==> src/rtl/exit_gate_billing.sv <==
// Exit-side controller for the 4-spot lot: validates the leaving spot, bills it from the spot's
// elapsed-time counter, waits for payment, runs the exit door and releases the spot.
module exit_gate_billing #(
   parameter int unsigned UNIT_SHIFT  = 20,
   parameter logic [15:0] RATE        = 16'd5,
   parameter int unsigned OPEN_CYCLES = 100,
   parameter int unsigned PAY_TIMEOUT = 1000
) (
   input  logic        CLK,
   input  logic        RST,
   input  logic        exit,
   input  logic [1:0]  switch,
   input  logic [3:0]  occupied,
   input  logic [63:0] spot0_time,
   input  logic [63:0] spot1_time,
   input  logic [63:0] spot2_time,
   input  logic [63:0] spot3_time,
   input  logic        pay_ok,
   output logic [15:0] fee,
   output logic        fee_valid,
   output logic        exit_door_open,
   output logic        exit_light,
   output logic        release_o,      // "release" is a reserved word
   output logic [1:0]  release_spot,
   output logic        reject,
   output logic        timeout,
   output logic        busy
);

   typedef enum logic [2:0] {S_IDLE, S_CHECK, S_BILL, S_OPEN, S_RELEASE} state_t;

   localparam int PW = $clog2(PAY_TIMEOUT + 1);
   localparam int OW = (OPEN_CYCLES > 1) ? $clog2(OPEN_CYCLES) : 1;
   localparam logic [PW-1:0] PAY_LAST  = PW'(PAY_TIMEOUT);
   localparam logic [OW-1:0] OPEN_LAST = OW'(OPEN_CYCLES - 1);

   state_t        state_q, state_d;
   logic          exit_q, exit_d;
   logic [1:0]    sp_q, sp_d;
   logic [PW-1:0] pay_cnt_q, pay_cnt_d, pay_nxt;
   logic [OW-1:0] open_cnt_q, open_cnt_d;
   logic [15:0]   fee_q, fee_d;
   logic          fee_valid_q, fee_valid_d;
   logic          door_q, door_d;
   logic          release_q, release_d;
   logic [1:0]    release_spot_q, release_spot_d;
   logic          reject_q, reject_d;
   logic          timeout_q, timeout_d;
   logic          busy_q, busy_d;

   logic          req;
   logic [63:0]   time_sel;
   logic [63:0]   units;
   logic [79:0]   prod;
   logic [15:0]   fee_calc;

   assign req = exit & ~exit_q;

   // Fee for the latched spot: started billing units, minimum one unit, saturated to 16 bits.
   always_comb begin
      case (sp_q)
         2'd0:    time_sel = spot0_time;
         2'd1:    time_sel = spot1_time;
         2'd2:    time_sel = spot2_time;
         default: time_sel = spot3_time;
      endcase
      units = (time_sel >> UNIT_SHIFT) + 64'(time_sel[UNIT_SHIFT-1:0] != '0);
      if (time_sel == '0) units = 64'd1;
      prod     = 80'(units) * 80'(RATE);
      fee_calc = (|prod[79:16]) ? 16'hFFFF : prod[15:0];
   end

   always_comb begin
      // NOTE: every _d defaults to hold (or to 0 for pulses) first so no path infers a latch.
      state_d        = state_q;
      exit_d         = exit;
      sp_d           = sp_q;
      pay_cnt_d      = pay_cnt_q;
      open_cnt_d     = open_cnt_q;
      fee_d          = fee_q;
      fee_valid_d    = fee_valid_q;
      door_d         = door_q;
      release_d      = 1'b0;
      release_spot_d = release_spot_q;
      reject_d       = 1'b0;
      timeout_d      = 1'b0;
      pay_nxt        = pay_cnt_q + PW'(1);

      case (state_q)
         S_IDLE: begin
            if (req) begin
               sp_d    = switch;
               state_d = S_CHECK;
            end
         end
         S_CHECK: begin
            if (occupied[sp_q]) begin
               fee_d       = fee_calc;
               fee_valid_d = 1'b1;
               pay_cnt_d   = '0;
               state_d     = S_BILL;
            end else begin
               reject_d = 1'b1;
               state_d  = S_IDLE;
            end
         end
         S_BILL: begin
            // Payment on the timeout edge still opens the door.
            if (pay_ok) begin
               fee_valid_d = 1'b0;
               door_d      = 1'b1;
               open_cnt_d  = '0;
               state_d     = S_OPEN;
            end else if (pay_nxt == PAY_LAST) begin
               timeout_d   = 1'b1;
               fee_valid_d = 1'b0;
               state_d     = S_IDLE;
            end else begin
               pay_cnt_d = pay_nxt;
            end
         end
         S_OPEN: begin
            if (open_cnt_q == OPEN_LAST) begin
               door_d         = 1'b0;
               release_d      = 1'b1;
               release_spot_d = sp_q;
               state_d        = S_RELEASE;
            end else begin
               open_cnt_d = open_cnt_q + OW'(1);
            end
         end
         S_RELEASE: state_d = S_IDLE;
         default:   state_d = S_IDLE;
      endcase

      busy_d = (state_d != S_IDLE);
   end

   // NOTE: state is updated only with non-blocking assignments so every flop samples pre-edge values.
   always_ff @(posedge CLK or posedge RST) begin
      if (RST) begin
         state_q        <= S_IDLE;
         exit_q         <= 1'b0;
         sp_q           <= '0;
         pay_cnt_q      <= '0;
         open_cnt_q     <= '0;
         fee_q          <= '0;
         fee_valid_q    <= 1'b0;
         door_q         <= 1'b0;
         release_q      <= 1'b0;
         release_spot_q <= '0;
         reject_q       <= 1'b0;
         timeout_q      <= 1'b0;
         busy_q         <= 1'b0;
      end else begin
         state_q        <= state_d;
         exit_q         <= exit_d;
         sp_q           <= sp_d;
         pay_cnt_q      <= pay_cnt_d;
         open_cnt_q     <= open_cnt_d;
         fee_q          <= fee_d;
         fee_valid_q    <= fee_valid_d;
         door_q         <= door_d;
         release_q      <= release_d;
         release_spot_q <= release_spot_d;
         reject_q       <= reject_d;
         timeout_q      <= timeout_d;
         busy_q         <= busy_d;
      end
   end

   assign fee            = fee_q;
   assign fee_valid      = fee_valid_q;
   assign exit_door_open = door_q;
   assign exit_light     = door_q;
   assign release_o      = release_q;
   assign release_spot   = release_spot_q;
   assign reject         = reject_q;
   assign timeout        = timeout_q;
   assign busy           = busy_q;

endmodule

==> config.mk <==
export PLATFORM = sky130hd
export DESIGN_NAME = exit_gate_billing
export DESIGN_NICKNAME = d
export VERILOG_FILES = /design/src/rtl/exit_gate_billing.sv
export SDC_FILE = /design/constraint.sdc
export NUM_CORES = 1
export LEC_CHECK = 0
export ABC_AREA = 1
export ABC_CLOCK_PERIOD_IN_PS = 4500
export BUFFER_PORTS_ARGS = -buffer_cell sky130_fd_sc_hd__buf_4
export CORE_MARGIN = 8
export CORE_UTILIZATION = 35
export CTS_CLUSTER_DIAMETER = 100
export CTS_CLUSTER_SIZE = 8
export DETAILED_ROUTE_END_ITERATION = 8
export GPL_ROUTABILITY_DRIVEN = 0
export GPL_TIMING_DRIVEN = 1
export HOLD_SLACK_MARGIN = 0.03
export SETUP_SLACK_MARGIN = 0.02
export SKIP_CTS_REPAIR_TIMING = 1
export SLEW_MARGIN = 10
export SYNTH_ARGS = -nofsm -noshare
export SYNTH_HDL_FRONTEND = slang
export SYNTH_SLANG_ARGS = --single-unit
==> constraint.sdc <==
create_clock -name CLK -period 4.5 [get_ports CLK]
set_input_delay 0.225 -clock CLK [delete_from_list [all_inputs] [get_ports CLK]]
set_output_delay 0.225 -clock CLK [all_outputs]
set_load 0.01 [all_outputs]
=== Yosys cells after proc, flatten, opt, wreduce, memory -nomap -nowiden ===
Cells that the tools add are included.

* Shift-type cells: 0
* Reductions and logical operators: 15
* Order comparisons: 1
* Muxes and demuxes: 32
* Div/mod/pow operators: 0
* Eq/ne operators: 14
* Bitwise logic cells: 2
* $mul: 1
* $add $sub $neg: 3

{| class="wikitable"
|+ Operators by type and width
! kind !! number
|-
| case mux 64 bit (3 select lines) || 1
|-
| multiplier 64 x 3 -> 67 bit (second input constant) || 1
|-
| zero test 64 bit || 1
|-
| OR reduction 51 bit || 1
|-
| adder 44 x 1 -> 45 bit || 1
|-
| 2-to-1 mux 45 bit || 1
|-
| 2-to-1 mux 10 bit || 3
|-
| case mux 10 bit (2 select lines) || 1
|-
| nonzero test 20 bit || 1
|-
| 2-to-1 mux 16 bit || 1
|-
| 2-to-1 mux 7 bit || 2
|-
| case mux 7 bit (2 select lines) || 1
|-
| 2-to-1 mux 1 bit || 13
|-
| 2-to-1 mux 3 bit || 4
|-
| inequality test 2 bit (second input constant) || 6
|-
| case mux 3 bit (4 select lines) || 1
|-
| adder 10 x 1 -> 10 bit (second input constant) || 1
|-
| equality test 10 bit (second input constant) || 1
|-
| AND reduction 3 bit || 3
|-
| adder 7 x 1 -> 7 bit (second input constant) || 1
|-
| equality test 7 bit (second input constant) || 1
|-
| equality test 3 x 2 -> 1 bit (second input constant) || 2
|-
| AND reduction 2 bit || 3
|-
| case mux 1 bit (2 select lines) || 2
|-
| 14 further kinds || 15
|}

* ROM bits: 0
* Latch bits: 0
* Memories kept: 0
* Flip-flop bits (word level): 47
* Bits in writable memories: 0
* Input port bits: 266
* Output and inout port bits: 25
* Word-level logic and storage cells: 81

=== Depth between registers and ports, before layout ===
Gate-level depths: netlist (run 1).

* Depth after elaboration: 8
* Mapped depth: 42
* Depth with buffers taken out: 41

=== Worst setup path before layout (run 1) ===
Ideal clock, no wire load.

* Path type: register to register
* Start point: reg sp_q[0]
* End point: reg fee_q[10] (netlist: fee[10])
* Arrival time: 4,829 ps
* Period minus slack after synthesis: 4,942 ps
* Stages on the path, launching flop included: 39
* Path buffers: 3
* Setup time: 113 ps
* Setup slack: -442 ps
* Required time: 4,387 ps
* Cell sequence: dfrtp_1 nor2_2 buf_2 buf_2 o41ai_1 nand3_1 a21oi_1 nand2_1 ha_1 ha_1 nand2_2 nor2_4 nand2_2 inv_1 nand3_1 nor2_1 nand2_1 nand2_1 [... 3 more ...] nand2_1 nor2_1 inv_1 nor3_1 nand2_1 nand2_1 nand2_1 nand2_1 nand2_1 nor2_1 nand3_1 nor2_1 nand4_1 nor2_1 buf_4 nand3_2 nand2_1 inv_1

* Cells in the longest elaborated chain, start to end: 8
* Elaborated cells between the ends (all ways): 14
* Those cells by class: add/sub: 1; mul: 1; eq/ne: 2; mux: 5; reduce/logical: 5

{| class="wikitable"
|+ Ends and longest elaborated chain
! item !! line !! RTL
|-
| start: declaration || 39 || <nowiki>logic [1:0] sp_q, sp_d;</nowiki>
|-
| start signal: assignment || 158 || <nowiki>sp_q <= sp_d;</nowiki>
|-
| equality test 2 bit, or another cell as far along || 61 || <nowiki>case (sp_q)</nowiki>
|-
| case mux 64 bit (3 select lines) || 61 ||
|-
| nonzero test 20 bit || 67 || <nowiki>units = (time_sel >> UNIT_SHIFT) + 64'(time_sel[UNIT_SHIFT-1:0] != '0);</nowiki>
|-
| adder 44 x 1 -> 45 bit || 67 ||
|-
| 2-to-1 mux 45 bit || 68 || <nowiki>if (time_sel == '0) units = 64'd1;</nowiki>
|-
| multiplier 64 x 3 -> 67 bit || 69 || <nowiki>prod = 80'(units) * 80'(RATE);</nowiki>
|-
| OR reduction 51 bit || 70 || <nowiki>fee_calc = (|prod[79:16]) ? 16'hFFFF : prod[15:0];</nowiki>
|-
| 2-to-1 mux 16 bit || 70 ||
|-
| end signal: assignment || 147 || <nowiki>fee_q <= '0;</nowiki>
|-
| end signal: assignment || 161 || <nowiki>fee_q <= fee_d;</nowiki>
|-
| end: declaration || 42 || <nowiki>logic [15:0] fee_q, fee_d;</nowiki>
|}

Parallel ways exist; a longest one is shown, timed or not. The select of a mux whose other input is x is not followed.
A chain may end at the register's enable or synchronous reset.

=== Final worst setup path (run 1) ===
* Start point: reg sp_q[0]
* End point: reg fee_q[4] (netlist: fee[4])

Same word-level chain as after synthesis.

==> results.yml, run 1 <==
setup_path:
  crit_type: "reg2reg"
  regToRegSetupSlack_ns: -0.59
  critPathCaptureType: "flip-flop"
  critical_path_arrival_ns: 5.28
  cp_max_fo: 8
  reg2reg_depth: 32
  cpPeakStageDelay_ns: 0.45
  crit_path_start_kind: "flip-flop"
  worst_path_most_repeated_cell: "nand2_1"
  cp_slowest_cell: "dfrtp_2"
  required_ns: 4.69
  reg2reg_to: "fee[4]$_DFFE_PP0P_"
  reg2reg_from: "sp_q[0]$_DFFE_PP0P_"
logic_synthesis:
  ys_seq_elements: 47
  ys_types: 51
  yosysWarnings: 0
  postSynth.asyncResetShare_pct: 100
  synth_area_leader_cell: "nand2_1"
  synth-seq-area-share_pct: 12.3
  syn_nets: 2038
  syn_avg_cell_area_um2: 5.70
  synth-edff-count: 0
  synthFlopType: "dfrtp_1"
  synth.cell_area_mm2: 0.00959
  synthTopCellsByArea: "nand2_1 (24%), dfrtp_1 (12%), ha_1 (12%), inv_1 (10%), nor2_1 (6.9%)"
  syn_inst: 1682
  netlist.area_leader.share_pct: 23.5
hold_path:
  hold_depth: 1
  worstHoldStart: "exit"
  hold_end: "exit_q$_DFF_PP0_"
  worstHoldPathType: "in2reg"
sta:
  tightest_slew_ns: 1.01
  max-slew-margin-rel_pct: 32.3
  fin_skew_ns: 0.00455
  setup_viol: 16
  final.setup.worst_slack_ns: -0.590
  fin_crit_ns: 5.09
  maxSlewViolCount: 0
  timing.hold.ws_ns: 0.0499
  grt_setup_unrepaired: "true"
  period_share_pct: 113
  max_freq_mhz: 196
  hold_viol: 0
global_routing:
  antenna_found_initial: 1
  grt_pass1_vias: 12561
  grt_max_degree: 48
  global_route.usage.total_pct: 24.9
  grt_overflow: 0
  grt_pass1_wl_mm: 66.5
placed_design:
  port_buffers: 290
  dpl_cell_area_mm2: 0.0145
  pre_cts_ws_ns: -0.871
  dp_hpwl_mm: 37.5
cells_and_area:
  fin_area_mm2: 0.0158
  final_common_cell: "buf_4"
  regArea_mm2: 0.00118
  layout.nets: 2612
  final_cell_mix: "buf_4 (580), nand2_1 (553), inv_1 (252)"
  drive_gt1_share_pct: 40.9
  diodes: 0
  final_core_utilization_pct: 58.8
  syn2layout_area_growth_pct: 65.1
  multi_input_area_mm2: 0.00844
  fillers: 2589
flow_run:
  maxCapViolations: 0
die:
  fp-row-count: 60
  initial_core_util_pct: 35.6
  die_h_um: 182
  die_area_mm2: 0.0330
  die_w_um: 182
  coreArea_mm2: 0.0270
  ioPinCount: 291
clock_tree:
  cts_buffers: 5
  htreeDepth: 2
  ctsRootBufferMaster: "clkbuf_16"
  clk_latency_ns: 0.29
  clkSinkCount: 47
  path_clk_slew_ns: 0.07
  cts_tree: "done"
  cts_max_path_buffers: 2
routing:
  firstDrtPassIters: 5
  wl_per_cell_um: 16.8
  drt_wl_total_mm: 43.7
  via_count: 12983
  drc_errors: 0
  via_per_inst: 5.00
  drtIter0Drc: 1043
  antenna_left: 0
outcome:
  status: "finished, violations left"
  violations: "negative setup slack"
[through the flow]
stage | setup TNS, ns | instances
6_report | -9.02 | 2597
5_1_grt | -14.25 | 2597
4_1_cts | -14.16 | 2574
3_5_place_dp | -13.65 | 2567
3_3_place_gp | -12.41 | 2567
2_1_floorplan | -0.402 | 1682
[worst max-delay path, delay by kind of cell, from the launching register on]
family	cells	cell delay, ns
buf+inv	10	1.08
xor+xnor	1	0.13
simple gates	18	2.48
fa+ha+maj	3	0.83
flops	1	0.45
[per-layer routing]
metal	global-route usage [%]	share of wire (%)	up-vias
met5	0	0.030	-
met4	4.66	1.8	2
met3	3.41	6.7	51
met2	41.8	46	464
met1	33.5	45	5991
li1	-	-	6475
[cell usage after synthesis (all sizes together), types with 10 or more instances]
| cell | instances |
|---|---|
| a21oi | 57 |
| buf | 24 |
| dfrtp | 47 |
| ha | 89 |
| inv | 279 |
| nand2 | 617 |
| nand3 | 108 |
| nand4 | 53 |
| nor2 | 194 |
| nor3 | 23 |
| nor4 | 28 |
| o21ai | 47 |
| or2 | 17 |
| xnor2 | 10 |
| xor2 | 49 |
[flip-flops by register name (all words and copies together), names as in the netlist, 2 cells and up]
signal        count
fee              16
pay_cnt_q        10
open_cnt_q        7
state_q           3
release_spot      2
sp_q              2
[worst max path at each step]
stage | endpoint | depth (start not counted) | startpoint | slack, ns
4_1_cts | fee[1]$_DFFE_PP0P_ | 33 | sp_q[0]$_DFFE_PP0P_ | -0.90
3_5_place_dp | fee[4]$_DFFE_PP0P_ | 33 | sp_q[0]$_DFFE_PP0P_ | -0.87
3_3_place_gp | fee[10]$_DFFE_PP0P_ | 33 | sp_q[0]$_DFFE_PP0P_ | -0.80
2_1_floorplan | fee[11]$_DFFE_PP0P_ | 37 | sp_q[1]$_DFFE_PP0P_ | -0.04
6_report | fee[4]$_DFFE_PP0P_ | 32 | sp_q[0]$_DFFE_PP0P_ | -0.59
5_1_grt | fee[8]$_DFFE_PP0P_ | 35 | sp_q[1]$_DFFE_PP0P_ | -0.91
[kinds of logic (layout without fill, tap and decap cells)]
family / Yosys count / in the layout / share of synthesized area, %
compound gates: 129 / 129 / 7.50
xor+xnor: 59 / 59 / 5.39
fa+ha+maj: 90 / 90 / 11.8
buf+inv: 305 / 879 / 13.4
flops: 47 / 47 / 12.3
mux: 1 / 1 / 0.104
simple gates: 1051 / 1051 / 49.5
[area by class of cell]
cell class | instances | share of cell area [%]
repair buffers | 593 | 28.9
clock inverters | 2 | 0.237
clock buffers | 5 | 0.790
inverters | 279 | 6.66
well taps | 341 | 2.69
flip-flops and latches | 47 | 7.44
multi-input cells | 1330 | 53.3
Power of run 1 is not shown: default switching activity piles up to over one toggle a cycle in this logic, so the estimate is an artifact.
==> run 2: changes to the inputs <==
==> constraint.sdc (replaced) <==
create_clock -name CLK -period 4.5 [get_ports CLK]
set_input_delay 1.125 -clock CLK [delete_from_list [all_inputs] [get_ports CLK]]
set_output_delay 1.125 -clock CLK [all_outputs]
set_load 0.01 [all_outputs]
==> run 2 against run 1 <==
The flow still finishes with violations (negative setup slack). Core utilization up 2.4 points. Critical path depth down 3. Final area up 4.0%. Sequential share of layout area down 0.29 points. Clock skew up 0.0019 ns. Wire length down 1.1%. Via count down 0.76%. Die area unchanged. Register-to-register slack worse by 0.15 ns. Worst setup slack worse by 0.29 ns. Critical path type is now in2reg.
==> results.yml, run 2 (synthesized netlist as in run 1, its figures left out) <==
outcome:
  status: "finished, violations left"
  violations: "negative setup slack"
clock_tree:
  htreeDepth: 2
  clkSinkCount: 47
  cts_buffers: 5
  cts_tree: "done"
  ctsRootBufferMaster: "clkbuf_16"
  cts_max_path_buffers: 2
  clk_latency_ns: 0.29
  path_clk_slew_ns: 0.06
setup_path:
  critical_path_arrival_ns: 5.57
  worst_path_most_repeated_cell: "ha_4"
  reg2reg_depth: 30
  reg2reg_to: "fee[3]$_DFFE_PP0P_"
  cp_max_fo: 5
  critPathCaptureType: "flip-flop"
  crit_path_start_kind: "primary input"
  cp_slowest_cell: "or4_4"
  crit_type: "in2reg"
  required_ns: 4.68
  regToRegSetupSlack_ns: -0.74
  reg2reg_from: "sp_q[0]$_DFFE_PP0P_"
  cpPeakStageDelay_ns: 0.52
routing:
  antenna_left: 0
  drtIter0Drc: 838
  via_count: 12884
  drc_errors: 0
  wl_per_cell_um: 16.6
  drt_wl_total_mm: 43.2
  firstDrtPassIters: 5
  via_per_inst: 4.94
cells_and_area:
  largest_reg_flops: 16
  multi_input_area_mm2: 0.00896
  drive_gt1_share_pct: 44.6
  fin_area_mm2: 0.0165
  fillers: 2488
  final_cell_mix: "buf_4 (582), nand2_1 (518), inv_1 (242)"
  syn2layout_area_growth_pct: 71.7
  final_common_cell: "buf_4"
  diodes: 0
  layout.nets: 2620
  fin_cells: 2606
  regArea_mm2: 0.00118
flow_run:
  maxCapViolations: 0
sta:
  period_share_pct: 120
  setup_viol: 16
  hold_viol: 0
  max_freq_mhz: 186
  timing.hold.ws_ns: 0.475
  grt_setup_unrepaired: "true"
  fin_skew_ns: 0.00643
  final.setup.worst_slack_ns: -0.884
  maxSlewViolCount: 0
  tightest_slew_ns: 0.959
  max-slew-margin-rel_pct: 35.8
  fin_crit_ns: 5.38
placed_design:
  port_buffers: 290
  dpl_cell_area_mm2: 0.0146
  dp_hpwl_mm: 36.4
  dp_cells: 2579
die:
  coreArea_mm2: 0.0270
  die_area_mm2: 0.0330
  fp-row-count: 60
  die_h_um: 182
  ioPinCount: 291
  die_w_um: 182
  initial_core_util_pct: 35.6
hold_path:
  hold_depth: 1
  hold_end: "open_cnt_q[2]$_DFFE_PP0P_"
  worstHoldStart: "open_cnt_q[2]$_DFFE_PP0P_"
  worstHoldPathType: "reg2reg"
global_routing:
  grt_pass1_vias: 12297
  grt_overflow: 0
  grt_max_degree: 48
  antenna_found_initial: 2
  grt_pass1_wl_mm: 64.7
  global_route.usage.total_pct: 24.0
run 2: changes by cell type in the layout (fill, tap and decap cells not counted), moves of 5 or more:
cell / delta
nand2_1: -35
nand2_2: +19
nand2_4: +16
ha_4: +12
nor2_4: +12
a21oi_1: -11
ha_1: -11
inv_1: -10
inv_2: +10
a21oi_2: +8
nor2_2: -7
buf_6: +5
nor2_1: -5
run 2: per-stage QoR:
step / setup slack (ns) / TNS [ns] / utilization, %
floorplan: -0.463 / -6.66 / -
global placement: -1.33 / -21.05 / 54.2
detailed placement: -1.33 / -20.96 / 54.2
CTS: -1.05 / -16.53 / 54.9
global route: -1.07 / -16.77 / 61.1
finish: -0.884 / -13.78 / 61.1
run 2: layer usage:
layer	vias up	routed length, um	GRT usage [%]
li1	6502	-	-
met1	5905	19800	33.0
met2	407	20200	40.1
met3	66	2280	2.91
met4	4	831	4.07
met5	-	27	0
run 2: worst max-delay path: cells and delay by family:
kind / cells / cell delay, ns
xor+xnor: 2 / 0.37
fa+ha+maj: 4 / 0.99
buf+inv: 7 / 0.69
simple gates: 15 / 2.16
compound gates: 1 / 0.21
run 2: worst max-delay path by stage:
| stage | start | to | cells after the start |
|---|---|---|---|
| CTS | spot1_time[4] | fee[2]$_DFFE_PP0P_ | 37 |
| global route | spot1_time[2] | fee[1]$_DFFE_PP0P_ | 35 |
| floorplan | spot3_time[16] | fee[10]$_DFFE_PP0P_ | 34 |
| global placement | spot3_time[4] | fee[4]$_DFFE_PP0P_ | 34 |
| detailed placement | spot3_time[16] | fee[8]$_DFFE_PP0P_ | 32 |
| finish | spot3_time[16] | fee[3]$_DFFE_PP0P_ | 29 |
run 2: final cells by class:
| cell class | instances | area share [%] |
|---|---|---|
| Inverter | 279 | 6.40 |
| Clock inverter | 2 | 0.365 |
| Tap cell | 341 | 2.59 |
| Multi-Input combinational cell | 1330 | 54.4 |
| Clock buffer | 6 | 0.782 |
| Sequential cell | 47 | 7.15 |
| Timing Repair Buffer | 601 | 28.3 |
Power of run 2 is left out for the same reason.
